$ cat src/rtl/id_stage_pipe.sv
// RV32I decode stage with operand forwarding, a registered ID/EX entry,
// load-use interlock and a redirect FSM that squashes wrong-path fetches.
module id_stage_pipe #(
   parameter int XLEN    = 32,
   parameter int NUM_FWD = 2,
   parameter int SHADOW  = 1
) (
   input  logic                    clk,
   input  logic                    rst,
   input  logic                    if_valid_i,
   input  logic [XLEN-1:0]         pc_i,
   input  logic [31:0]             inst_i,
   output logic                    id_ready_o,
   output logic [4:0]              rs1_addr_o,
   output logic [4:0]              rs2_addr_o,
   input  logic [XLEN-1:0]         rs1_data_i,
   input  logic [XLEN-1:0]         rs2_data_i,
   input  logic [NUM_FWD-1:0]      fwd_wen_i,
   input  logic [5*NUM_FWD-1:0]    fwd_addr_i,
   input  logic [XLEN*NUM_FWD-1:0] fwd_data_i,
   input  logic                    ex_is_load_i,
   input  logic [4:0]              ex_rd_i,
   input  logic                    ex_ready_i,
   output logic                    ex_valid_o,
   output logic [5:0]              ex_aluop_o,
   output logic [XLEN-1:0]         ex_op1_o,
   output logic [XLEN-1:0]         ex_op2_o,
   output logic [XLEN-1:0]         ex_imm_o,
   output logic [4:0]              ex_rd_o,
   output logic                    ex_wreg_o,
   output logic [XLEN-1:0]         ex_link_o,
   output logic                    ex_illegal_o,
   output logic                    jump_o,
   output logic [XLEN-1:0]         jump_addr_o
);
   localparam logic [6:0] OPC_LUI = 7'h37, OPC_AUIPC = 7'h17, OPC_JAL = 7'h6F, OPC_JALR = 7'h67,
                          OPC_BRANCH = 7'h63, OPC_LOAD = 7'h03, OPC_STORE = 7'h23,
                          OPC_OPIMM = 7'h13, OPC_OP = 7'h33;
   localparam logic [5:0] ALU_ADD = 6'd1, ALU_SUB = 6'd2, ALU_SLL = 6'd3, ALU_SLT = 6'd4,
                          ALU_SLTU = 6'd5, ALU_XOR = 6'd6, ALU_SRL = 6'd7, ALU_SRA = 6'd8,
                          ALU_OR = 6'd9, ALU_AND = 6'd10, ALU_JAL = 6'h28, ALU_JALR = 6'h29;

   typedef enum logic {RUN, KILL} state_t;

   function automatic logic [5:0] alu_of(input logic [2:0] f3, input logic alt);
      case (f3)
         3'd0:    alu_of = alt ? ALU_SUB : ALU_ADD;
         3'd1:    alu_of = ALU_SLL;
         3'd2:    alu_of = ALU_SLT;
         3'd3:    alu_of = ALU_SLTU;
         3'd4:    alu_of = ALU_XOR;
         3'd5:    alu_of = alt ? ALU_SRA : ALU_SRL;
         3'd6:    alu_of = ALU_OR;
         default: alu_of = ALU_AND;
      endcase
   endfunction

   logic [6:0] opcode;
   logic [2:0] f3;
   logic [6:0] f7;
   logic [4:0] rs1, rs2, rd;
   logic [XLEN-1:0] imm_i, imm_s, imm_b, imm_j, imm_u, shamt, pc4;

   assign opcode = inst_i[6:0];
   assign f3     = inst_i[14:12];
   assign f7     = inst_i[31:25];
   assign rs1    = inst_i[19:15];
   assign rs2    = inst_i[24:20];
   assign rd     = inst_i[11:7];
   assign rs1_addr_o = rs1;
   assign rs2_addr_o = rs2;

   assign imm_i = XLEN'($signed(inst_i[31:20]));
   assign imm_s = XLEN'($signed({inst_i[31:25], inst_i[11:7]}));
   assign imm_b = XLEN'($signed({inst_i[31], inst_i[7], inst_i[30:25], inst_i[11:8], 1'b0}));
   assign imm_j = XLEN'($signed({inst_i[31], inst_i[19:12], inst_i[20], inst_i[30:21], 1'b0}));
   assign imm_u = XLEN'($signed({inst_i[31:12], 12'b0}));
   assign shamt = XLEN'(inst_i[24:20]);
   assign pc4   = pc_i + XLEN'(4);

   logic [4:0]      fwd_addr [NUM_FWD];
   logic [XLEN-1:0] fwd_data [NUM_FWD];

   generate
      for (genvar gi = 0; gi < NUM_FWD; gi++) begin : g_fwd
         assign fwd_addr[gi] = fwd_addr_i[gi*5 +: 5];
         assign fwd_data[gi] = fwd_data_i[gi*XLEN +: XLEN];
      end
   endgenerate

   logic [XLEN-1:0] rs1_val, rs2_val;

   // Scan oldest to youngest so the lowest-index matching source wins.
   always_comb begin
      rs1_val = rs1_data_i;
      rs2_val = rs2_data_i;
      for (int k = NUM_FWD - 1; k >= 0; k--) begin
         if (fwd_wen_i[k] && fwd_addr[k] == rs1) rs1_val = fwd_data[k];
         if (fwd_wen_i[k] && fwd_addr[k] == rs2) rs2_val = fwd_data[k];
      end
      if (rs1 == 5'd0) rs1_val = '0;
      if (rs2 == 5'd0) rs2_val = '0;
   end

   logic [5:0]      dec_aluop;
   logic [XLEN-1:0] dec_op1, dec_op2, dec_imm, dec_link, target;
   logic            dec_wreg, dec_illegal, uses_rs1, uses_rs2, take, br_cond;

   always_comb begin
      case (f3)
         3'd0:    br_cond = (rs1_val == rs2_val);
         3'd1:    br_cond = (rs1_val != rs2_val);
         3'd4:    br_cond = ($signed(rs1_val) < $signed(rs2_val));
         3'd5:    br_cond = ($signed(rs1_val) >= $signed(rs2_val));
         3'd6:    br_cond = (rs1_val < rs2_val);
         default: br_cond = (rs1_val >= rs2_val);
      endcase
   end

   always_comb begin
      dec_aluop = '0; dec_op1 = '0; dec_op2 = '0; dec_imm = '0; dec_link = '0; target = '0;
      dec_wreg = 1'b0; dec_illegal = 1'b0; uses_rs1 = 1'b0; uses_rs2 = 1'b0; take = 1'b0;
      case (opcode)
         OPC_LUI, OPC_AUIPC: begin
            dec_op1 = (opcode == OPC_AUIPC) ? pc_i : '0;
            dec_op2 = imm_u; dec_imm = imm_u; dec_aluop = ALU_ADD; dec_wreg = 1'b1;
         end
         OPC_JAL: begin
            dec_op1 = pc_i; dec_op2 = imm_j; dec_imm = imm_j; dec_aluop = ALU_JAL;
            dec_wreg = 1'b1; dec_link = pc4; take = 1'b1; target = pc_i + imm_j;
         end
         OPC_JALR: begin
            dec_illegal = (f3 != 3'd0);
            uses_rs1 = 1'b1; dec_op1 = rs1_val; dec_op2 = imm_i; dec_imm = imm_i;
            dec_aluop = ALU_JALR; dec_wreg = 1'b1; dec_link = pc4; take = 1'b1;
            target = (rs1_val + imm_i) & ~XLEN'(1);
         end
         OPC_BRANCH: begin
            dec_illegal = (f3 == 3'd2) || (f3 == 3'd3);
            uses_rs1 = 1'b1; uses_rs2 = 1'b1; dec_op1 = rs1_val; dec_op2 = rs2_val;
            dec_imm = imm_b; dec_aluop = {3'b100, f3}; take = br_cond; target = pc_i + imm_b;
         end
         OPC_LOAD: begin
            dec_illegal = (f3 == 3'd3) || (f3 > 3'd5);
            uses_rs1 = 1'b1; dec_op1 = rs1_val; dec_op2 = imm_i; dec_imm = imm_i;
            dec_aluop = {3'b010, f3}; dec_wreg = 1'b1;
         end
         OPC_STORE: begin
            dec_illegal = (f3 > 3'd2);
            uses_rs1 = 1'b1; uses_rs2 = 1'b1; dec_op1 = rs1_val; dec_op2 = rs2_val;
            dec_imm = imm_s; dec_aluop = {3'b011, f3};
         end
         OPC_OPIMM: begin
            uses_rs1 = 1'b1; dec_op1 = rs1_val; dec_op2 = imm_i; dec_imm = imm_i; dec_wreg = 1'b1;
            dec_aluop = alu_of(f3, 1'b0);
            if (f3 == 3'd1 || f3 == 3'd5) begin
               dec_op2 = shamt;
               dec_aluop = alu_of(f3, f7[5]);
               dec_illegal = !(f7 == 7'h00 || (f7 == 7'h20 && f3 == 3'd5));
            end
         end
         OPC_OP: begin
            uses_rs1 = 1'b1; uses_rs2 = 1'b1; dec_op1 = rs1_val; dec_op2 = rs2_val;
            dec_wreg = 1'b1; dec_aluop = alu_of(f3, f7[5]);
            dec_illegal = !(f7 == 7'h00 || (f7 == 7'h20 && (f3 == 3'd0 || f3 == 3'd5)));
         end
         default: dec_illegal = 1'b1;
      endcase
      // Illegal words travel down the pipe as an inert marker.
      if (dec_illegal) begin
         dec_aluop = '0; dec_op1 = '0; dec_op2 = '0; dec_imm = '0; dec_link = '0;
         dec_wreg = 1'b0; uses_rs1 = 1'b0; uses_rs2 = 1'b0; take = 1'b0;
      end
      if (rd == 5'd0) dec_wreg = 1'b0;
   end

   state_t     state_reg, state_next;
   logic [1:0] cnt_reg, cnt_next;
   logic       hazard, accept_run, take_now;

   assign hazard = ex_is_load_i && ex_rd_i != 5'd0 && if_valid_i &&
                   ((uses_rs1 && rs1 == ex_rd_i) || (uses_rs2 && rs2 == ex_rd_i));
   assign id_ready_o = ex_ready_i && (state_reg == KILL || !hazard);
   assign accept_run = if_valid_i && ex_ready_i && !hazard && state_reg == RUN;
   assign take_now   = accept_run && take;

   always_comb begin
      state_next = state_reg;
      cnt_next   = cnt_reg;
      case (state_reg)
         RUN: if (take_now) begin
            state_next = KILL;
            cnt_next   = 2'(SHADOW);
         end
         default: if (if_valid_i && ex_ready_i) begin
            if (cnt_reg <= 2'd1) begin
               state_next = RUN;
               cnt_next   = 2'd0;
            end else begin
               cnt_next = cnt_reg - 2'd1;
            end
         end
      endcase
   end

   always_ff @(posedge clk or negedge rst) begin
      if (!rst) begin
         state_reg <= RUN;       cnt_reg <= '0;
         ex_valid_o <= 1'b0;     ex_aluop_o <= '0;  ex_op1_o <= '0;  ex_op2_o <= '0;
         ex_imm_o <= '0;         ex_rd_o <= '0;     ex_wreg_o <= 1'b0;
         ex_link_o <= '0;        ex_illegal_o <= 1'b0;
         jump_o <= 1'b0;         jump_addr_o <= '0;
      end else begin
         state_reg   <= state_next;
         cnt_reg     <= cnt_next;
         jump_o      <= take_now;
         jump_addr_o <= take_now ? target : '0;
         if (ex_ready_i) begin
            ex_valid_o   <= accept_run;
            ex_aluop_o   <= accept_run ? dec_aluop : '0;
            ex_op1_o     <= accept_run ? dec_op1 : '0;
            ex_op2_o     <= accept_run ? dec_op2 : '0;
            ex_imm_o     <= accept_run ? dec_imm : '0;
            ex_rd_o      <= accept_run ? rd : '0;
            ex_wreg_o    <= accept_run && dec_wreg;
            ex_link_o    <= accept_run ? dec_link : '0;
            ex_illegal_o <= accept_run && dec_illegal;
         end
      end
   end
endmodule
$ cat config.mk
export PLATFORM = sky130hd
export DESIGN_NAME = id_stage_pipe
export DESIGN_NICKNAME = d
export VERILOG_FILES = /design/src/rtl/id_stage_pipe.sv
export SDC_FILE = /design/constraint.sdc
export NUM_CORES = 1
export LEC_CHECK = 0
export BUFFER_PORTS_ARGS = -buffer_cell sky130_fd_sc_hd__buf_4
export CORE_MARGIN = 3
export CORE_UTILIZATION = 40
export CTS_BUF_LIST = sky130_fd_sc_hd__clkbuf_8
export DETAILED_ROUTE_END_ITERATION = 8
export SLEW_MARGIN = 25
export SYNTH_ARGS = -nofsm -noshare
export SYNTH_HDL_FRONTEND = slang
export SYNTH_SLANG_ARGS = --single-unit
$ cat constraint.sdc
create_clock -name clk -period 10.1 [get_ports clk]
set_clock_uncertainty 0.15 [all_clocks]
set_input_delay 2.02 -clock clk [delete_from_list [all_inputs] [get_ports clk]]
set_output_delay 2.02 -clock clk [all_outputs]
set_load 0.005 [all_outputs]
# Word level (Yosys, flattened, before mapping)
# Cells that the tools add are included.
# word_totals
word_cells	148
input_bits	214
output_inout_bits	186
register_bits	178
# classes
bitwise_logic	1
n_addsub	5
mux	51
eq_ne	25
n_reduce_logical	46
n_lt_le_gt_ge	7
# ops
operator	count
two-way mux 32 bit	18
case mux 32 bit (5 select lines)	2
case mux 32 bit (3 select lines)	2
adder 32 bit	3
greater-or-equal comparator 32 bit	2
< comparator 32 bit	2
case mux 4 bit (7 select lines)	2
case mux 6 bit (8 select lines)	1
adder 32 x 3 -> 32 bit, second input constant	1
== test 32 bit	1
!= test 32 bit	1
== test 5 bit	6
== test 7 x 6 -> 1 bit, second input constant	4
== test 7 bit, second input constant	3
logical AND 1 bit	18
two-way mux 6 bit	3
logical NOT 5 bit	3
== test 7 x 5 -> 1 bit, second input constant	2
two-way mux 1 bit	13
two-way mux 2 bit	5
== test 3 bit, second input constant	3
OR reduction 3 bit	3
logical OR 1 bit	8
== test 7 x 2 -> 1 bit, second input constant	1
other kinds (23)	28

# Longest topological paths before layout
# logic_depth
depth_word	16
depth_mapped	20
mapped_depth_nobuf	18

# Worst setup path after synthesis
# OpenSTA, ideal clock, no wires.
# synth_path
path_type	input -> register
startpoint	input port inst_i[15]
endpoint	register jump_addr_o[16]
path_buffers	4
cell_stages	20
arrival_ps	6314
t_required_ps	9868
setup_time_ps	82
slack_ps	3555
cell_sequence	buf_2 > xnor2_1 > and4_1 > nand2_1 > buf_1 > buf_2 > mux2i_1 > a211oi_1 > ha_1 > a21o_1 > a21o_1 > a21o_1 > a21o_1 > a21o_1 > a311oi_1 > and3_1 > mux2i_1 > o31ai_4 > buf_6 > a31oi_1
# synth_via
elab_chain_cells	11
word_cells_on_any_way	29
classes_between	2 x add/sub; 4 x order compare; 5 x eq/ne; 8 x mux; 10 x reduce/logical
# synth_lines
item	line_no	text
start: declaration	12	input logic [31:0] inst_i,
== test 5 bit	98	if (fwd_wen_i[k] && fwd_addr[k] == rs1) rs1_val = fwd_data[k];
logical AND 1 bit	98	
two-way mux 32 bit (2 in series)	98	
two-way mux 32 bit	101	if (rs1 == 5'd0) rs1_val = '0;
greater-or-equal comparator 32 bit (tied with other cells)	116	default: br_cond = (rs1_val >= rs2_val);
case mux 1 bit (5 select lines)	110	case (f3)
case mux 1 bit (2 select lines)	123	case (opcode)
two-way mux 1 bit	170	if (dec_illegal) begin
logical AND 1 bit	185	assign take_now = accept_run && take;
two-way mux 32 bit *	217	jump_addr_o <= take_now ? target : '0;
end signal: assignment	217	
end: declaration	34	output logic [XLEN-1:0] jump_addr_o
# Mark *: on every way between the ends. The rest lies on a longest branch, timed or not.
# A chain may end at the register's enable or synchronous reset.

# Final worst setup path
# layout_path
startpoint	input port inst_i[18]
endpoint	register jump_addr_o[14]
# The elaborated chain is that of the path after synthesis.

==> impl_summary.md <==
Drt
The number of DRC markers after the initial detailed-route iteration is 1,656. The routed wire length is 65.6 mm. The post-detailed-route DRC marker count is 0.

The first detailed-routing pass took 6 iterations. The number of vias per cell after detailed routing is 6.32. After detailed routing, the average wire length per cell comes to 27.1 µm.

The routed via count is 15.3k. The final antenna-violating net count is 0.

GRT
The first global-routing pass estimated 96.5 mm of wire. The number of global-route vias before repair came to about 15k. The overflow left after global routing is 0. The number of antenna violations at the first check in global routing is 2. The largest net degree at the start of global routing is 84.

The all-layer global routing usage is approximately a third.

Final layout
Of the cells placed in the final design, the portion with a size suffix greater than 1 is between 20% and 30%. The final antenna diode count is 0. The area growth from synthesis to layout is 26.0%.

After the last flow step, the layout net total stands at 2,264.

Yosys
In this run, synthesis inferred 0 flip-flops with an integrated enable. The gate count of the mapped netlist is 1,634. The number of nets handed over by synthesis was 1,941. The mean instance size in the synthesized netlist is 8.80 µm².

For this run, asynchronously set or reset flops after synthesis account for 100%. The number of different library cells in the post-synthesis netlist is 76. The biggest area contributor in the post-synthesis netlist is sky130_fd_sc_hd__dfrtp_1.

The area share of the leading cell type in the synthesized netlist is between 30% and 40%. The register area share after synthesis is 31.0%. After synthesis, the cell types taking the most area are sky130_fd_sc_hd__dfrtp_1 (31%), sky130_fd_sc_hd__ha_1 (7.9%), sky130_fd_sc_hd__o2bb2ai_1 (6.5%), sky130_fd_sc_hd__mux2i_1 (4.8%), sky130_fd_sc_hd__xnor2_1 (4.0%). After synthesis the netlist holds a flip-flop and latch count of 178. During synthesis, Yosys emitted a total of 0 warnings.

Summing every instance area after synthesis gives 14,400 µm². In the synthesized netlist the dominant register cell turns out to be sky130_fd_sc_hd__dfrtp_1.

STA
Setup repair after global routing left no endpoint under its margin. The max-slew violation count was 0. The final hold violation count is 0.

Of the available clock period, the critical path in the final layout requires 69.1%. Derived from the worst setup path, the maximum achievable clock frequency is approximately 140 MHz. The total negative setup slack is 0 ns. The max-slew headroom at the worst pin is 27.1%. The shortest clock period the worst path allows after layout is between 6 and 7 ns. Setup violations remaining at the end of the flow were counted as 0. For the pin with the worst max-slew slack, the measured transition is 1.09 ns.

Pwr
For this design the ratio of total power to cell area is around 100 nW/µm². Across the VDD grid, the largest voltage drop is 0.0000939 V. The total power consumption of the routed design is 1.84 mW. The analysis attributes to cell leakage a power of 8.46 nW.

Die
The core region is between 30,000 and 40,000 µm². The die covers 38,300 µm². The vertical die dimension is 196 µm. The die extent in x is 196 µm. The initialized floorplan defines 68 standard-cell rows.

The initial standard-cell utilization of the core is between 40% and 50%. 400 I/O pins were placed.

Place
The detailed placement HPWL is 51.1 mm. At the end of routability-driven placement, the weighted congestion stood at about 0.97. Input and output buffers added on the ports amount to 399.

Critical path
The critical path runs through a total of 18 cells. The worst register-to-register path has a depth of 7. The worst setup path is captured at a flop.

The register-to-register setup slack is 7.23 ns. At the worst endpoint, the required time is 10.37 ns. Along the worst path, the maximum fanout reaches 34. The largest individual stage delay along the critical path comes from the cell sky130_fd_sc_hd__a211oi_1. The critical path is of the in -> reg type. Counting both buffers and inverters, the worst setup path holds a total of 2.

The kind of cell adding the most delay to the critical path is compound AO/OA/AOI/OAI gates. At the worst endpoint, the arrival time is 7.25 ns. In this design, the critical path's most frequently occurring cell is sky130_fd_sc_hd__a21o_1. The worst setup path is launched from an input pin. Traced cell by cell, the critical path runs through buf_4, xnor2_1, and4_1, nand2_2, mux2i_1, a211oi_1, ha_1, a21o_1, a21o_1, a21o_1, a21o_1, a21o_1, a311oi_1, and3_1, mux2i_1, o31ai_4, buf_4, a21oi_1. The largest single stage delay on the critical path is approximately 0.70 ns.

Clock tree
The clock tree buffer depth is 2. The total clock sinks is 178. The cell chosen for the clock root is sky130_fd_sc_hd__clkbuf_8. The number of resized instances in the post-cts repair step is 0. TritonCTS built the clock tree. In this run the post-CTS setup repair buffer count came out at 0. The CTS H-tree depth is 4. After clock tree synthesis, the clock-pin slew on the worst setup and hold paths is 0.08 ns. The clock latency at the later pin of the worst-skew pair is 0.51 ns.

Buffers inserted during clock tree synthesis total 17. The cts-stage hold buffer count is 0.

Outcome
The run finished with clean final reports.

Job
The tool flagged a number of max-cap violations equal to 0.

Worst hold path
The worst min-delay path category is reg -> reg. Along the worst hold path, the cell count comes to 1.
layout make-up:
type | instances | area [µm²]
sequential | 178 | 4450
inverter | 36 | 138
clock inverter | 13 | 138
timing repair buffer | 425 | 3230
fill | 3336 | 16800
multi-input combinational | 1299 | 9340
clock buffer | 19 | 262
tap | 455 | 569
cells in the final DEF (no fill, tap or decap), drive strengths merged, types with 11 or more instances in the layout:
cell type / count
xor2: 32
xnor2: 66
a31oi: 17
nand2: 126
a21o: 59
mux2i: 69
o21bai: 13
o2bb2ai: 106
ha: 91
o211ai: 49
o21ai: 54
clkbuf: 19
o21a: 14
a22oi: 46
or3: 17
nand3: 37
o31ai: 11
a211oi: 34
a221oi: 15
nand4: 17
a22o: 24
and3: 19
nor2b: 13
a21oi: 111
nor2: 123
buf: 425
dfrtp: 178
nor3: 23
inv: 46
stage by stage:
stage          hold WS [ns]  instance area [µm²]  worst slack [ns]  std cells  utilization (%)
4_1_cts               0.345                18100              3.18       2424             51.7
6_report              0.345                18100              3.12       2425             51.8
3_5_place_dp          0.320                17700              2.63       2392             50.6
2_1_floorplan         0.313                14400              3.55       1634                -
3_3_place_gp          0.316                17600              2.76       2391             50.5
5_1_grt               0.354                18100              2.90       2425             51.8
path summary, 6_finish.rpt:
kind,startpoint,end
min in group asynchronous,rst,ex_imm_o[6]
worst min-delay path,ex_link_o[14],ex_link_o[14]
worst max-delay path,inst_i[18],jump_addr_o[14]
worst max register to register,state_reg,jump_addr_o[14]
worst min register to register,ex_link_o[14],ex_link_o[14]
max in group asynchronous,rst,ex_op1_o[1]
kinds of logic after synthesis:
group	Yosys count	synth area share [%]
AOI/OAI and AO/OA	610	31.1
xor gates and xnor gates	98	5.97
adders and majority gates	94	8.26
buffers and inverters	157	4.63
DFF	178	31.0
muxes	73	5.11
and+or+nand+nor	424	14.0
worst register-to-register path, stage by stage, from the launching register on:
cell and delay, ns:
sky130_fd_sc_hd__dfrtp_1 0.50, sky130_fd_sc_hd__nor3_1 0.22, sky130_fd_sc_hd__buf_4 0.25, sky130_fd_sc_hd__nand2_4 0.39, sky130_fd_sc_hd__nor2_4 0.64, sky130_fd_sc_hd__o31ai_4 0.11, sky130_fd_sc_hd__buf_4 0.27, sky130_fd_sc_hd__a21oi_1 0.24
cell usage after synthesis (8+ instances only):
library cell / number
sky130_fd_sc_hd__inv_1: 35
sky130_fd_sc_hd__nor2b_1: 13
sky130_fd_sc_hd__buf_2: 13
sky130_fd_sc_hd__o2bb2ai_1: 106
sky130_fd_sc_hd__ha_1: 91
sky130_fd_sc_hd__nor3_1: 23
sky130_fd_sc_hd__a31oi_1: 17
sky130_fd_sc_hd__nor2_1: 123
sky130_fd_sc_hd__o21ai_0: 48
sky130_fd_sc_hd__mux2i_1: 69
sky130_fd_sc_hd__clkbuf_1: 93
sky130_fd_sc_hd__nor4_1: 8
sky130_fd_sc_hd__a22o_1: 24
sky130_fd_sc_hd__xor2_1: 32
sky130_fd_sc_hd__a221oi_1: 14
sky130_fd_sc_hd__a32o_1: 10
sky130_fd_sc_hd__o21a_1: 14
sky130_fd_sc_hd__o21bai_1: 13
sky130_fd_sc_hd__nand3_1: 37
sky130_fd_sc_hd__nand4_1: 17
sky130_fd_sc_hd__buf_4: 10
sky130_fd_sc_hd__or3_1: 16
sky130_fd_sc_hd__a22oi_1: 46
sky130_fd_sc_hd__a21oi_1: 110
sky130_fd_sc_hd__o211ai_1: 49
sky130_fd_sc_hd__o31ai_1: 10
sky130_fd_sc_hd__a211oi_1: 33
sky130_fd_sc_hd__a21o_1: 59
sky130_fd_sc_hd__and4_1: 8
sky130_fd_sc_hd__and3_1: 19
sky130_fd_sc_hd__dfrtp_1: 178
sky130_fd_sc_hd__xnor2_1: 66
sky130_fd_sc_hd__and2_1: 9
sky130_fd_sc_hd__nand2_1: 126
layer usage:
| layer | vias to the layer above | wire length, µm | global-route usage, % | share of wire, % |
|---|---|---|---|---|
| met4 | 4 | 2000 | 11.0 | 3.0 |
| met1 | 7513 | 28200 | 45.6 | 43 |
| met2 | 837 | 29400 | 51.6 | 45 |
| met5 | - | 27 | 0 | 0.041 |
| li1 | 6865 | - | - | - |
| met3 | 106 | 5960 | 7.38 | 9.1 |
report_power, final:
part / switching [mW] / internal, mW / total (mW) / leakage (nW)
Sequential: 0.00195 / 0.715 / 0.717 / 2.48
Combinational: 0.356 / 0.235 / 0.591 / 5.77
Clock: 0.310 / 0.218 / 0.528 / 0.210
Total: 0.668 / 1.17 / 1.84 / 8.46
No activity file was read; power rests on OpenSTA's default activity.
